==> src/rtl/uart_tx_sequencer.sv <==
// Wishbone bus master that pushes one 32-bit result through uart_interface a byte at a time:
// it configures the baud rate once, resets TX, then loads, starts, polls and clears each byte.
module uart_tx_sequencer #(
    parameter logic [31:0] BAUD_DIV    = 32'h4000_0000,
    parameter int          DONE_BIT    = 0,
    parameter int          ACK_TIMEOUT = 64,
    parameter int          POLL_GAP    = 8
) (
    input  logic        clk_i,
    input  logic        rst_i,
    input  logic        req_i,
    input  logic [31:0] data_i,
    output logic        busy_o,
    output logic        done_o,
    output logic        err_o,
    output logic [31:0] m_addr_o,
    output logic [31:0] m_dat_o,
    input  logic [31:0] m_dat_i,
    output logic        m_we_o,
    output logic [3:0]  m_sel_o,
    output logic        m_cyc_o,
    output logic        m_stb_o,
    input  logic        m_ack_i,
    input  logic        m_err_i
);

    localparam int TMO_W = $clog2(ACK_TIMEOUT + 1);
    localparam int GAP_W = $clog2(POLL_GAP + 1);

    typedef enum logic [3:0] {
        ST_IDLE  = 4'd0,
        ST_CFG   = 4'd1,
        ST_TXRST = 4'd2,
        ST_LOAD  = 4'd3,
        ST_START = 4'd4,
        ST_POLL  = 4'd5,
        ST_WAIT  = 4'd6,
        ST_CLEAR = 4'd7,
        ST_FIN   = 4'd8,
        ST_ERR   = 4'd9
    } state_t;

    typedef struct packed {
        logic        we;
        logic [3:0]  sel;
        logic [31:0] addr;
        logic [31:0] dat;
    } bus_t;

    // Bus fields of the single transaction each bus-phase state performs.
    function automatic bus_t bus_fields(input state_t st, input logic [31:0] word, input logic [1:0] k);
        bus_t b;
        b = '0;
        case (st)
            ST_CFG:   begin b.we = 1'b1; b.sel = 4'hF; b.addr = 32'h0000_0004; b.dat = BAUD_DIV;      end
            ST_TXRST: begin b.we = 1'b1; b.sel = 4'hF; b.addr = 32'h0000_0003; b.dat = 32'h0000_0068; end
            ST_LOAD:  begin b.we = 1'b1; b.sel = 4'b0001 << k; b.addr = 32'h0000_0007; b.dat = word;   end
            ST_START: begin b.we = 1'b1; b.sel = 4'hF; b.addr = 32'h0000_0003; b.dat = 32'h0000_00E0; end
            ST_POLL:  begin b.we = 1'b0; b.sel = 4'hF; b.addr = 32'h0000_0003; b.dat = 32'h0000_0000; end
            ST_CLEAR: begin b.we = 1'b1; b.sel = 4'hF; b.addr = 32'h0000_0005; b.dat = 32'h0000_0000; end
            default:  b = '0;
        endcase
        return b;
    endfunction

    state_t             state_r, state_s;
    bus_t               bus_r, bus_s;
    logic               stb_r, stb_s;
    logic [31:0]        data_r, data_s;
    logic [1:0]         k_r, k_s;
    logic               cfg_r, cfg_s;
    logic               busy_r, busy_s;
    logic               done_r, done_s;
    logic               err_r, err_s;
    logic [TMO_W-1:0]   tmo_r, tmo_s;
    logic [GAP_W-1:0]   gap_r, gap_s;
    logic               unused_s;

    // Only the done flag of the status word is consumed.
    assign unused_s = ^m_dat_i;

    assign m_cyc_o  = stb_r;
    assign m_stb_o  = stb_r;
    assign m_we_o   = bus_r.we;
    assign m_sel_o  = bus_r.sel;
    assign m_addr_o = bus_r.addr;
    assign m_dat_o  = bus_r.dat;
    assign busy_o   = busy_r;
    assign done_o   = done_r;
    assign err_o    = err_r;

    // Next-state and next-output logic; a bus state with stb low is its idle gap cycle.
    always_comb begin
        state_s = state_r;
        bus_s   = bus_r;
        stb_s   = stb_r;
        data_s  = data_r;
        k_s     = k_r;
        cfg_s   = cfg_r;
        busy_s  = busy_r;
        done_s  = 1'b0;
        err_s   = 1'b0;
        tmo_s   = tmo_r;
        gap_s   = gap_r;
        case (state_r)
            ST_IDLE: begin
                stb_s  = 1'b0;
                busy_s = 1'b0;
                if (req_i) begin
                    data_s = data_i;
                    k_s    = 2'd0;
                    busy_s = 1'b1;
                    stb_s  = 1'b1;
                    tmo_s  = '0;
                    if (cfg_r) begin
                        state_s = ST_TXRST;
                        bus_s   = bus_fields(ST_TXRST, data_i, 2'd0);
                    end else begin
                        state_s = ST_CFG;
                        bus_s   = bus_fields(ST_CFG, data_i, 2'd0);
                    end
                end else begin
                    state_s = ST_IDLE;
                end
            end
            ST_CFG, ST_TXRST, ST_LOAD, ST_START, ST_POLL, ST_CLEAR: begin
                if (!stb_r) begin
                    stb_s = 1'b1;
                    tmo_s = '0;
                    bus_s = bus_fields(state_r, data_r, k_r);
                end else if (m_err_i) begin
                    stb_s   = 1'b0;
                    state_s = ST_ERR;
                    err_s   = 1'b1;
                end else if (m_ack_i) begin
                    stb_s = 1'b0;
                    case (state_r)
                        ST_CFG: begin
                            cfg_s   = 1'b1;
                            state_s = ST_TXRST;
                        end
                        ST_TXRST: state_s = ST_LOAD;
                        ST_LOAD:  state_s = ST_START;
                        ST_START: state_s = ST_POLL;
                        ST_POLL: begin
                            if (m_dat_i[DONE_BIT]) begin
                                state_s = ST_CLEAR;
                            end else begin
                                state_s = ST_WAIT;
                                gap_s   = '0;
                            end
                        end
                        ST_CLEAR: begin
                            if (k_r == 2'd3) begin
                                state_s = ST_FIN;
                                done_s  = 1'b1;
                            end else begin
                                k_s     = k_r + 2'd1;
                                state_s = ST_LOAD;
                            end
                        end
                        default: state_s = ST_IDLE;
                    endcase
                end else if (tmo_r == TMO_W'(ACK_TIMEOUT - 1)) begin
                    stb_s   = 1'b0;
                    state_s = ST_ERR;
                    err_s   = 1'b1;
                end else begin
                    tmo_s = tmo_r + TMO_W'(1);
                end
            end
            ST_WAIT: begin
                if (gap_r == GAP_W'(POLL_GAP - 1)) begin
                    state_s = ST_POLL;
                end else begin
                    gap_s = gap_r + GAP_W'(1);
                end
            end
            ST_FIN: begin
                state_s = ST_IDLE;
                busy_s  = 1'b0;
            end
            ST_ERR: begin
                state_s = ST_IDLE;
                busy_s  = 1'b0;
                cfg_s   = 1'b0;
            end
            default: begin
                state_s = ST_IDLE;
                stb_s   = 1'b0;
                busy_s  = 1'b0;
            end
        endcase
    end

    // State and registered bus/status outputs; reset drops the bus immediately.
    always_ff @(posedge clk_i or posedge rst_i) begin
        if (rst_i) begin
            state_r <= ST_IDLE;
            bus_r   <= '0;
            stb_r   <= 1'b0;
            data_r  <= 32'h0000_0000;
            k_r     <= 2'd0;
            cfg_r   <= 1'b0;
            busy_r  <= 1'b0;
            done_r  <= 1'b0;
            err_r   <= 1'b0;
            tmo_r   <= '0;
            gap_r   <= '0;
        end else begin
            state_r <= state_s;
            bus_r   <= bus_s;
            stb_r   <= stb_s;
            data_r  <= data_s;
            k_r     <= k_s;
            cfg_r   <= cfg_s;
            busy_r  <= busy_s;
            done_r  <= done_s;
            err_r   <= err_s;
            tmo_r   <= tmo_s;
            gap_r   <= gap_s;
        end
    end

endmodule

==> config.mk <==
export PLATFORM = sky130hd
export DESIGN_NAME = uart_tx_sequencer
export DESIGN_NICKNAME = d
export VERILOG_FILES = /design/src/rtl/uart_tx_sequencer.sv
export SDC_FILE = /design/constraint.sdc
export NUM_CORES = 1
export LEC_CHECK = 0
export ABC_AREA = 1
export BUFFER_PORTS_ARGS = -buffer_cell sky130_fd_sc_hd__buf_2
export CORE_MARGIN = 8
export CORE_UTILIZATION = 47
export DETAILED_ROUTE_END_ITERATION = 8
export PLACE_DENSITY_LB_ADDON = 0.1
export SLEW_MARGIN = 0
export SYNTH_ARGS = -nofsm -noshare
export SYNTH_HDL_FRONTEND = slang
export SYNTH_SLANG_ARGS = --single-unit
==> constraint.sdc <==
create_clock -name clk_i -period 2.52 [get_ports clk_i]
set_input_delay 0.252 -clock clk_i [delete_from_list [all_inputs] [get_ports clk_i]]
set_output_delay 0.252 -clock clk_i [all_outputs]
set_load 0.05 [all_outputs]
# Word level (Yosys, flattened, before mapping)
# Cells that the tools add are included.
word_totals:
  elab_cells: 119
  latch_bits: 0
  register_bits: 123
  memories: 0
  out_inout_bits: 74
  romBits: 0
  mem_bits_rw: 0
  input_bits: 69
classes:
  eq_ne: 28
  div: 0
  bitwise: 0
  muxes: 59
  n_mul: 0
  shifts: 1
  reduce_logical: 14
  order_cmp: 0
  n_addsub: 3
op_table:
  columns: ["op", "n"]
  rows:
  - ["one-hot mux 69 bit (6 select lines)", 1]
  - ["2-to-1 mux 69 bit", 2]
  - ["one-hot mux 69 bit (2 select lines)", 1]
  - ["2-to-1 mux 4 bit", 13]
  - ["2-to-1 mux 35 bit", 1]
  - ["2-to-1 mux 7 bit", 5]
  - ["inequality test 2 bit (second input constant)", 12]
  - ["one-hot mux 4 bit (6 select lines)", 1]
  - ["2-to-1 mux 1 bit", 21]
  - ["equality test 4 x 3 -> 1 bit (second input constant)", 5]
  - ["2-to-1 mux 2 bit", 7]
  - ["one-hot mux 7 bit (2 select lines)", 1]
  - ["AND reduction 7 bit", 2]
  - ["one-hot mux 4 bit (3 select lines)", 1]
  - ["AND reduction 5 bit", 2]
  - ["inequality test 3 bit (second input constant)", 3]
  - ["equality test 4 x 2 -> 1 bit (second input constant)", 2]
  - ["equality test 4 bit (second input constant)", 2]
  - ["one-hot mux 4 bit (2 select lines)", 1]
  - ["adder 7 x 1 -> 7 bit (second input constant)", 1]
  - ["equality test 7 x 6 -> 1 bit (second input constant)", 1]
  - ["OR reduction 7 bit", 1]
  - ["AND reduction 3 bit", 2]
  - ["nonzero test 2 bit", 3]
  - ["other kinds (13)", 14]

# Depth between registers and ports, before layout
# Gate-level depths: netlist (run 1).
depth:
  word_depth: 7
  depth_mapped: 12
  depth_no_buf: 11

# Worst setup path after synthesis (run 1)
# No wires, ideal clock.
synth_path:
  path_type: "reg-to-reg"
  start: "reg stb_r, in the netlist m_cyc_o"
  end: "reg gap_r[1]"
  required_time_ns: 2.403
  path_stages_with_launch: 7
  path_buffers: 1
  setup_ns: 0.117
  arrival_time_ns: 1.539
  period_less_slack_ns: 1.656
  setup_slack_ns: 0.864
  path_cell_list: "dfrtp_1 > clkbuf_1 > nand2_1 > o22ai_1 > nand2_1 > nand2_1 > nand2_1"
synth_between:
  elab_chain_len: 2
synth_lines:
  columns: ["element", "line", "rtl"]
  rows:
  - ["start: declaration", "68", "logic stb_r, stb_s;"]
  - ["start signal: assignment", "213", "stb_r <= stb_s;"]
  - ["inequality test 2 bit (no line)", null, null]
  - ["AND reduction 7 bit (no line)", null, null]
  - ["end signal: assignment", "221", "gap_r <= gap_s;"]
  - ["end: declaration", "76", "logic [GAP_W-1:0] gap_r, gap_s;"]
# No other way between the ends.
# A chain may end at the register's enable or synchronous reset.

# Worst setup path in the final report (run 1)
layout_path:
  start: "reg state_r[1]"
  end: "reg bus_r, in the netlist m_dat_o[29]"
layout_between:
  elab_chain_len: 4
  word_cells_on_any_way: 15
  classes_between: "eq/ne (8); mux (3); reduce/logical (4)"
layout_lines:
  columns: ["element", "line", "rtl"]
  rows:
  - ["start: declaration", "66", "state_t state_r, state_s;"]
  - ["start signal: assignment", "211", "state_r <= state_s;"]
  - ["equality test 4 x 3 -> 1 bit, or another cell as far along", "54, 105", null]
  - ["one-hot mux 69 bit (6 select lines) / OR reduction 6 bit (equally long branches)", "54, 105", null]
  - ["2-to-1 mux 69 bit, or another cell as far along", "127", "if (!stb_r) begin"]
  - ["one-hot mux 69 bit (2 select lines) / AND reduction 3 bit (equally long branches)", null, null]
  - ["end signal: assignment", "212", "bus_r <= bus_s;"]
  - ["end: declaration", "67", "bus_t bus_r, bus_s;"]
# Parallel ways exist; a longest one is shown, timed or not. The select of a mux whose other input is x is not followed.

==> summary.txt, run 1 <==
Number of synthesized register bits: 94
Number of diodes added for antenna fixing: 0
Logic pwr share: 49.2%
Worst Setup Slack, final: 0.414 ns
Deepest level of the CTS H-tree: 3
Result of the run: finished clean
Worst slack, placed: 0.414 ns
Clk_skew: 0.0113 ns
Launch instance of the worst register-to-register path: state_r[1]
Final RePlAce weighted congestion: 0.892
Area share of the largest cell type after synthesis: 49.8%
Setup repair after global routing missed its margin: no
Pre-Repair DR Iteration Count: 5
Data required time at the worst endpoint: 2.82 ns
Total length of routed wires: 11300 µm
Number of enable flip-flop cells after synthesis: 0
Sum of negative setup slack: 0 ns
Buffer levels on the longest clock path: 2
Slew @ Worst Pin: 0.598 ns
Worst setup path class: flip-flop to flip-flop
Launch instance of the worst min-delay path: data_i[22]
Cell accounting for the most synthesized area: sky130_fd_sc_hd__dfrtp_1
Overall routing resource usage: 17.7%
Number of buffers created by CTS: 9
Cells taking the most area after synthesis: sky130_fd_sc_hd__dfrtp_1 50%, sky130_fd_sc_hd__nand2_1 16%, sky130_fd_sc_hd__nand3_1 7.1%
Post-layout net count: 760
First-pass GRT wire length: 18900 µm
Most used standard cells in the synthesized netlist: 205 x sky130_fd_sc_hd__nand2_1, 94 x sky130_fd_sc_hd__dfrtp_1, 67 x sky130_fd_sc_hd__nand3_1
Terminating pin of the worst hold path: data_r[22]
Overall die area: 0.0135 mm²
Highest net fanout along the worst path: 40
Count of yosys warnings during synthesis: 0
Clock Power Share: 14.6%
Number of placed I/O pins: 143
Worst hold stages: 3
Sequential share of power: 36.2%
Clock slew at the register clock pins of the worst setup and hold paths: 0.09 ns
Net switching fraction of the power: 49.7%
Number of distinct library cells after synthesis: 29
First element of the critical path: state_r[1]
Row cnt: 36
Final Cycle Share: 83.6%
Dominant cell by count in the synthesized netlist: sky130_fd_sc_hd__nand2_1
Clock tree from TritonCTS: built
Number of antenna violations at the first check in global routing: 0
Die outline height: 116 µm
Post-cts sizing count: 0
Via count: 3925
GRT Residual Overflow: 0
Post-DR wirelength/cell: 13.7 µm
Vias per std cell: 4.77
Mapped Avg Cell Area: 7.75 µm²
Number of maximum-capacitance constraint violations: 0
Maximum number of pins on one net before global-route repair: 70
Number of remaining DRC errors: 0
Leakage power of the design: 3.02 nW
Post-synthesis async set-or-reset flop share: 100%
Worst Hold Class: input pin to flip-flop
Kind of end point of the critical path: flip-flop
Maximum clock rate: 0.475 GHz
Number of cells on the worst reg-to-reg path: 10
Clock period minus final worst setup slack: 2.11 ns
Die X-Extent: 116 µm
FF-to-FF setup slack: 0.41 ns
Clk Latency, worst-skew pair: 0.35 ns
Slew headroom: 60.0%
Reg-to-reg critical path endpoint: m_dat_o[29]
Count of endpoints failing hold in the final timing report: 0
Number of setup violations in the final report: 0
Number of DRC violations after detailed-routing iteration 0: 256
Count of buffers from port buffering: 82
Initial core utilization: 48.3%
DRT antenna net count: 0
Area growth from synthesis to layout: 12.9%
Pwr per Cell Area: 1180 mW/mm²
Vias in the first global route: 3945
Clock root buffer: sky130_fd_sc_hd__clkbuf_8
Number of cells produced by synthesis: 609
Fraction of final layout cells sized beyond drive strength 1: 18.3%
Sinks on Clock Net: 94
Half-perimeter wire length after placement: 8040 µm
Data arrival at the endpoint of the critical path: 2.40 ns
Main flop type after synthesis: sky130_fd_sc_hd__dfrtp_1
Net switching power: 3.13 mW
Total internal power: 3.16 mW
Sequential-to-total area share from yosys stat: 49.8%
Area of the core: 0.00977 mm²
CP Launch Type: flip-flop
Total count of max-transition violations in the final report: 0
Worst ir drop on vdd: 0.574 mV
Area of the mapped netlist: 0.00472 mm²
worst max-delay path by stage:
stage / to / slack, ns
6_report: m_dat_o[29] / 0.41
5_1_grt: m_addr_o[0] / 0.19
4_1_cts: m_dat_o[29] / 0.39
3_5_place_dp: m_dat_o[0] / 0.41
3_3_place_gp: m_dat_o[17] / 0.44
2_1_floorplan: gap_r[1] / 0.86
layout make-up:
| type | count | area, µm² |
|---|---|---|
| Fill cell | 1032 | 4450 |
| Sequential cell | 94 | 2350 |
| Multi-Input combinational cell | 433 | 1910 |
| Timing Repair Buffer | 94 | 515 |
| Inverter | 53 | 203 |
| Tap cell | 133 | 166 |
| Clock buffer | 12 | 145 |
| Clock inverter | 4 | 30.0 |
per-stage QoR:
stage	std cells	power (mW)	util [%]	instance area, µm²	hold slack, ns
after floorplan	637	4.73	-	4830	0.369
after global placement	806	5.38	52.6	5140	0.342
after detailed placement	806	5.45	52.6	5140	0.351
after CTS	823	6.38	54.5	5330	0.0787
after global routing	823	6.82	54.5	5330	0.0980
final	823	6.29	54.5	5330	0.0966
state kept, by name, indices dropped and copies added, names as in the netlist:
name / flops
m_dat_o: 32
m_addr_o: 3
m_sel_o: 4
err_o: 1
cfg_r: 1
k_r: 2
m_cyc_o: 1
gap_r: 4
busy_o: 1
state_r: 4
data_r: 32
m_we_o: 1
done_o: 1
tmo_r: 7
layer usage:
metal	vias to the layer above	share of wire, %	track usage, %
met5	-	0	0
met4	0	1.3	6.31
met3	11	5.8	3.67
met2	104	48	28.9
met1	1818	45	22.7
li1	1992	-	-
timing repair:
| action | in CTS | in global routing |
|---|---|---|
| hold buffers | 1 | 0 |
| endpoints found under the hold margin | 25 | 0 |
| buffers inserted | 0 | 0 |
| setup endpoints to repair | 0 | 0 |
layout by cell type (no fill, tap or decap), drive strengths merged, types with 7 or more instances in the layout:
| cell | Yosys | final |
|---|---|---|
| a21oi | 9 | 9 |
| nand3 | 68 | 68 |
| inv | 52 | 52 |
| nor3 | 7 | 7 |
| nand2 | 211 | 211 |
| o21ai | 33 | 33 |
| clkbuf | 15 | 12 |
| nor2 | 55 | 55 |
| dfrtp | 94 | 94 |
| buf | 42 | 93 |
| conb | 1 | 29 |
power groups by stage:
stage	sequential [mW]	clock [mW]	combinational, mW
after floorplan	2.88	0	1.84
after global placement	2.29	0	3.08
after detailed placement	2.31	0	3.14
after CTS	2.28	0.951	3.15
after global routing	2.35	1.01	3.47
final	2.28	0.920	3.09
kinds of logic (layout without fill, tap and decap cells):
family / Yosys count / count (layout) / share of synthesized area, %
xor gates and xnor gates: 3 / 3 / 0.557
and+or+nand+nor: 348 / 348 / 30.9
other: 1 / 29 / 0.0795
DFF: 94 / 94 / 49.8
AOI/OAI and AO/OA: 47 / 47 / 5.17
adders and majority gates: 6 / 6 / 1.59
buffers and inverters: 110 / 163 / 11.8
critical path, cell delays in order, from the launching register on:
cell and delay [ns]:
sky130_fd_sc_hd__dfrtp_1 0.49, sky130_fd_sc_hd__nand2_1 0.17, sky130_fd_sc_hd__inv_2 0.05, sky130_fd_sc_hd__nand2_2 0.22, sky130_fd_sc_hd__nand2_1 0.09, sky130_fd_sc_hd__nor2_1 0.18, sky130_fd_sc_hd__nand2_4 0.12, sky130_fd_sc_hd__nand2_2 0.09
sky130_fd_sc_hd__buf_4 0.39, sky130_fd_sc_hd__nand3_1 0.14, sky130_fd_sc_hd__nand2_1 0.10
Power figures use the tool's default switching activity.
==> run 2, diff against run 1 <==
clock period = 1.7 ns   (was 2.52 ns; I/O delays follow)
==> run 2 against run 1 <==
- combinational power increased by 88%
- highest routed layer unchanged
- via count grew 4.5%
- wire length is 8.0% higher
- cell count is 4.0% higher
- core utilization rose by 5.8 points
- sequential cell count is the same
- largest power group unchanged
- register-to-register slack lost 0.37 ns
- worst setup slack worse by 0.37 ns
- critical path depth grew 1
- first-iteration DRC count down 1.2%
- count of clock-buffer cells in the layout shrank 1
- critical path type unchanged
==> summary.txt, run 2 (same netlist as run 1, synthesis figures left out) <==
Global-route track usage on met1: 23.0%
Half-perimeter wire length after placement: 8410 µm
Number of diodes added for antenna fixing: 0
Final hold slack: 0.0143 ns
First element of the critical path: state_r[1]
Core occupancy in the finished layout: 60.3%
Deepest level of the CTS H-tree: 3
Buffer levels on the longest clock path: 2
Worst setup path class: flip-flop to flip-flop
Global routing met2 resource utilization: 29.9%
Launch instance of the worst min-delay path: data_i[14]
Result of the run: finished clean
Final RePlAce weighted congestion: 0.851
Setup repair after global routing missed its margin: yes
Die outline height: 116 µm
Layer with the highest usage after global routing: met2
Worst Setup Slack, final: 0.0447 ns
Number of DRC violations after detailed-routing iteration 0: 253
Number of buffers created by CTS: 9
Fraction of final layout cells sized beyond drive strength 1: 26.1%
Count of endpoints failing hold in the final timing report: 0
Vias per std cell: 4.79
CP top delay family: simple AND/OR/NAND/NOR gates
Worst ir drop on vdd: 0.831 mV
Total count of max-transition violations in the final report: 0
Number of antenna violations at the first check in global routing: 0
Worst slack, placed: -0.0248 ns
Clock slew at the register clock pins of the worst setup and hold paths: 0.09 ns
Clk Latency, worst-skew pair: 0.36 ns
First-pass GRT wire length: 19300 µm
Fraction of met3 tracks used by global routing: 3.36%
Area growth from synthesis to layout: 24.9%
Initial core utilization: 48.3%
Row cnt: 36
Cell total after placement: 828
Leakage power of the design: 3.29 nW
Data required time at the worst endpoint: 1.96 ns
Vias in the first global route: 3980
Overall routing resource usage: 18.2%
Clock root buffer: sky130_fd_sc_hd__clkbuf_8
Cells along the critical path: buf_6, nor2_2, nand2_1, nand2_2, nor2_2, nand2_4, nand2_8, nand2_8, clkbuf_16, nand2_2, nand2_1
Number of remaining DRC errors: 0
CP Launch Type: flip-flop
Number of placed I/O pins: 143
Clock tree from TritonCTS: built
Most common cell after layout, fill and taps aside: sky130_fd_sc_hd__nand2_1
Post-layout net count: 794
DRT antenna net count: 0
Launch instance of the worst register-to-register path: state_r[1]
Sinks on Clock Net: 94
Clock period minus final worst setup slack: 1.66 ns
Die X-Extent: 116 µm
Cell area reported after detailed placement: 0.00534 mm²
Maximum clock rate: 0.604 GHz
Number of setup violations in the final report: 0
GRT Residual Overflow: 0
Count of buffers from port buffering: 82
Data arrival at the endpoint of the critical path: 1.91 ns
Number of maximum-capacitance constraint violations: 0
Top library cells by usage in the layout, fill and taps aside: 179 x sky130_fd_sc_hd__nand2_1, 93 x sky130_fd_sc_hd__dfrtp_1, 82 x sky130_fd_sc_hd__buf_2, 66 x sky130_fd_sc_hd__nand3_1, 50 x sky130_fd_sc_hd__nor2_1
Crit path max-delay cell type: sky130_fd_sc_hd__dfrtp_1
Final Cycle Share: 97.4%
Pwr per Cell Area: 1860 mW/mm²
Crit path largest cell delay: 0.44 ns
Total length of routed wires: 12200 µm
Via count: 4100
Worst Hold Class: input pin to flip-flop
Kind of end point of the critical path: flip-flop
Buffers & Inverters on Critical Path: 2
Pre-Repair DR Iteration Count: 4
Area of the core: 0.00977 mm²
Post-DR wirelength/cell: 14.3 µm
Post-Layout Inst Area: 0.00590 mm²
Clk_skew: 0.00537 ns
Layout Cells excl Fill: 856
Highest net fanout along the worst path: 8
Maximum number of pins on one net before global-route repair: 68
Overall die area: 0.0135 mm²
run 2: cell count changes in the layout (fill, tap and decap cells not counted), moves of 3 or more:
cell,before,now
sky130_fd_sc_hd__dlygate4sd3_1,1,6
sky130_fd_sc_hd__nor2_2,0,5
sky130_fd_sc_hd__bufinv_16,0,3
sky130_fd_sc_hd__nor2_1,55,50
sky130_fd_sc_hd__buf_6,0,7
sky130_fd_sc_hd__buf_12,1,4
sky130_fd_sc_hd__buf_4,10,26
sky130_fd_sc_hd__nand2_1,205,179
sky130_fd_sc_hd__nand2_2,5,28
run 2: power by group:
group / switching, mW / internal (mW) / total (mW)
Sequential: 0.394 / 2.98 / 3.37
Combinational: 3.90 / 1.91 / 5.81
Clock: 0.777 / 1.01 / 1.79
Total: 5.07 / 5.90 / 11.0
run 2: worst register-to-register path, stage by stage (launching register included):
cell and delay (ns):
sky130_fd_sc_hd__dfrtp_1 0.44, sky130_fd_sc_hd__buf_6 0.14, sky130_fd_sc_hd__nor2_2 0.04, sky130_fd_sc_hd__nand2_1 0.09, sky130_fd_sc_hd__nand2_2 0.08, sky130_fd_sc_hd__nor2_2 0.12, sky130_fd_sc_hd__nand2_4 0.13, sky130_fd_sc_hd__nand2_8 0.12
sky130_fd_sc_hd__nand2_8 0.09, sky130_fd_sc_hd__clkbuf_16 0.19, sky130_fd_sc_hd__nand2_2 0.06, sky130_fd_sc_hd__nand2_1 0.05
run 2: timing repair:
item / CTS / global route
gates resized for setup: 4 / 43
cloned: 1 / 2
endpoints found under the setup margin: 35 / 58
hold buffers: 6 / 0
setup buffers: 0 / 4
endpoints found under the hold margin: 15 / 0
pin swaps: 0 / 3
run 2: path summary, 6_finish.rpt:
kind                          endpoint  slack (ns)  cells past startpoint
max in group asynchronous   state_r[0]        0.75                      4
setup reg to reg            m_dat_o[6]        0.04                     11
min in group asynchronous  m_dat_o[20]        0.31                      3
hold reg to reg              data_r[5]        0.48                      2
setup / recovery            m_dat_o[6]        0.04                     11
hold / removal              data_r[14]        0.01                      3
run 2: stage by stage:
stage | setup TNS, ns | power (mW)
global placement | 0 | 8.37
finish | 0 | 11.0
detailed placement | -0.0395 | 8.44
floorplan | 0 | 7.01
global route | -0.776 | 11.7
CTS | 0 | 10.4
run 2: layout make-up:
class,count,area [µm²]
well taps,133,166
fillers,932,3880
flip-flops and latches,94,2350
inverters,53,203
repair buffers,128,902
clock buffers,11,141
clock inverters,4,95.1
multi-input cells,433,2040
run 2: routing by layer:
layer  vias up  share of wire [%]
li1       2055                  -
met1      1935                 46
met2        96                 48
met3        14                4.9
met4         0                1.1
met5         -                  0
==> run 3, diff against run 2 <==
HOLD_SLACK_MARGIN = 0.06   (was not set)
==> run 3 against run 2 <==
- core utilization up 3.1 points
- maximum frequency fell by 0.52%
- first-iteration DRC count down 9.9%
- global-route usage up 0.60 points
- critical path depth did not move
- combinational power increased by 1%
- clock power about the same
- critical path type unchanged
- highest routed layer unchanged
==> summary.txt, run 3 (same netlist as run 1, synthesis figures left out) <==
Final Cycle Share: 97.9%
Clk Latency, worst-skew pair: 0.36 ns
Post-DR wirelength/cell: 14.2 µm
Sinks on Clock Net: 94
Leakage power of the design: 3.43 nW
Number of remaining DRC errors: 0
Highest net fanout along the worst path: 8
DRT antenna net count: 0
Number of placed I/O pins: 143
Total count of max-transition violations in the final report: 0
Overall die area: 0.0135 mm²
Sum of negative setup slack: 0 ns
Clock root buffer: sky130_fd_sc_hd__clkbuf_8
Number of setup violations in the final report: 0
Overall routing resource usage: 18.8%
Cell total after placement: 828
Clock tree from TritonCTS: built
Die X-Extent: 116 µm
Number of diodes added for antenna fixing: 0
Kind of end point of the critical path: flip-flop
Setup repair after global routing missed its margin: yes
Maximum number of pins on one net before global-route repair: 68
Top library cells by usage in the layout, fill and taps aside: 175 x sky130_fd_sc_hd__nand2_1, 93 x sky130_fd_sc_hd__dfrtp_1, 82 x sky130_fd_sc_hd__buf_2, 66 x sky130_fd_sc_hd__nand3_1, 50 x sky130_fd_sc_hd__nor2_1
Via count: 4240
Worst ir drop on vdd: 0.837 mV
Area growth from synthesis to layout: 31.3%
Row cnt: 36
Total length of routed wires: 12500 µm
Number of maximum-capacitance constraint violations: 0
Cell area reported after detailed placement: 0.00534 mm²
Most common cell after layout, fill and taps aside: sky130_fd_sc_hd__nand2_1
Pwr per Cell Area: 1780 mW/mm²
Pre-Repair DR Iteration Count: 4
Data arrival at the endpoint of the critical path: 1.97 ns
Vias in the first global route: 4107
Number of antenna violations at the first check in global routing: 0
Vias per std cell: 4.80
Worst Hold Class: input pin to flip-flop
Initial core utilization: 48.3%
Post-Layout Inst Area: 0.00620 mm²
Deepest level of the CTS H-tree: 3
Count of buffers from port buffering: 82
Buffer levels on the longest clock path: 2
Worst setup path class: flip-flop to flip-flop
CP Launch Type: flip-flop
Result of the run: finished clean
Data required time at the worst endpoint: 2.01 ns
Clock period minus final worst setup slack: 1.66 ns
Die outline height: 116 µm
First-pass GRT wire length: 20000 µm
Number of DRC violations after detailed-routing iteration 0: 228
Count of endpoints failing hold in the final timing report: 0
Half-perimeter wire length after placement: 8410 µm
Clock slew at the register clock pins of the worst setup and hold paths: 0.09 ns
Layout Cells excl Fill: 883
Number of buffers created by CTS: 9
Fraction of final layout cells sized beyond drive strength 1: 25.7%
Area of the core: 0.00977 mm²
Clk_skew: 0.00702 ns
Final RePlAce weighted congestion: 0.851
GRT Residual Overflow: 0
Maximum clock rate: 0.601 GHz
Post-layout net count: 821
-- run 3: changes by cell type in the layout (fill, tap and decap cells not counted), sizes merged --
| cell | delta |
|---|---|
| dlygate4sd3 | +27 |
-- run 3: per-layer routing --
layer	share of wire (%)	wire length, µm	global-route usage, %
met1	44	5520	23.2
met5	0	0	0
met3	5.1	642	3.52
met4	1.6	198	7.43
met2	49	6140	31.7
-- run 3: critical path, cell delays in order (launching register included) --
cell and delay [ns]:
sky130_fd_sc_hd__dfrtp_1 0.44, sky130_fd_sc_hd__buf_6 0.15, sky130_fd_sc_hd__nor2_2 0.11, sky130_fd_sc_hd__nand2_1 0.09
sky130_fd_sc_hd__nand2_2 0.10, sky130_fd_sc_hd__nor2_2 0.05, sky130_fd_sc_hd__nand2_4 0.13, sky130_fd_sc_hd__nand2_1 0.15
sky130_fd_sc_hd__buf_4 0.18, sky130_fd_sc_hd__nand2_2 0.09, sky130_fd_sc_hd__nand2_1 0.06, sky130_fd_sc_hd__nand2_1 0.06
-- run 3: cell type report --
class                      count  area [µm²]
fill                         881        3580
timing repair buffer         155        1180
sequential                    94        2350
clock inverter                 4        95.1
inverter                      53         203
multi-input combinational    433        2060
clock buffer                  11         141
tap                          133         166
-- run 3: final timing paths --
kind / from / end / slack (ns) / cells after the start
setup / recovery: state_r[1] / state_r[1] / 0.04 / 11
hold / removal: m_err_i / err_o / 0.15 / 3
setup reg to reg: state_r[1] / state_r[1] / 0.04 / 11
hold reg to reg: data_r[5] / data_r[5] / 0.48 / 2
max in group asynchronous: rst_i / state_r[0] / 0.73 / 4
min in group asynchronous: rst_i / m_dat_o[20] / 0.34 / 3
-- run 3: through the flow --
step                power [mW]  worst slack (ns)  hold slack, ns  util, %
global placement          8.37          0.000550           0.145     54.7
finish                    11.1            0.0361           0.149     63.4
detailed placement        8.44           -0.0248           0.151     54.7
CTS                       10.5         0.0000673           0.130     60.9
floorplan                 7.01            0.0439           0.287        -
global route              11.8           -0.0630           0.134     63.4
-- run 3: repair_timing --
action / in CTS / in global routing
endpoints found under the hold margin: 42 / 0
pin swaps: 0 / 3
hold buffers: 33 / 0
endpoints found under the setup margin: 35 / 58
resized for setup: 4 / 51
buffers inserted: 0 / 4
gates cloned: 1 / 2
-- run 3: power by group --
| part | internal, mW | switching (mW) | leakage (nW) |
|---|---|---|---|
| clock network | 1.01 | 0.778 | 0.119 |
| registers | 2.98 | 0.397 | 1.21 |
| logic | 1.96 | 3.93 | 2.10 |
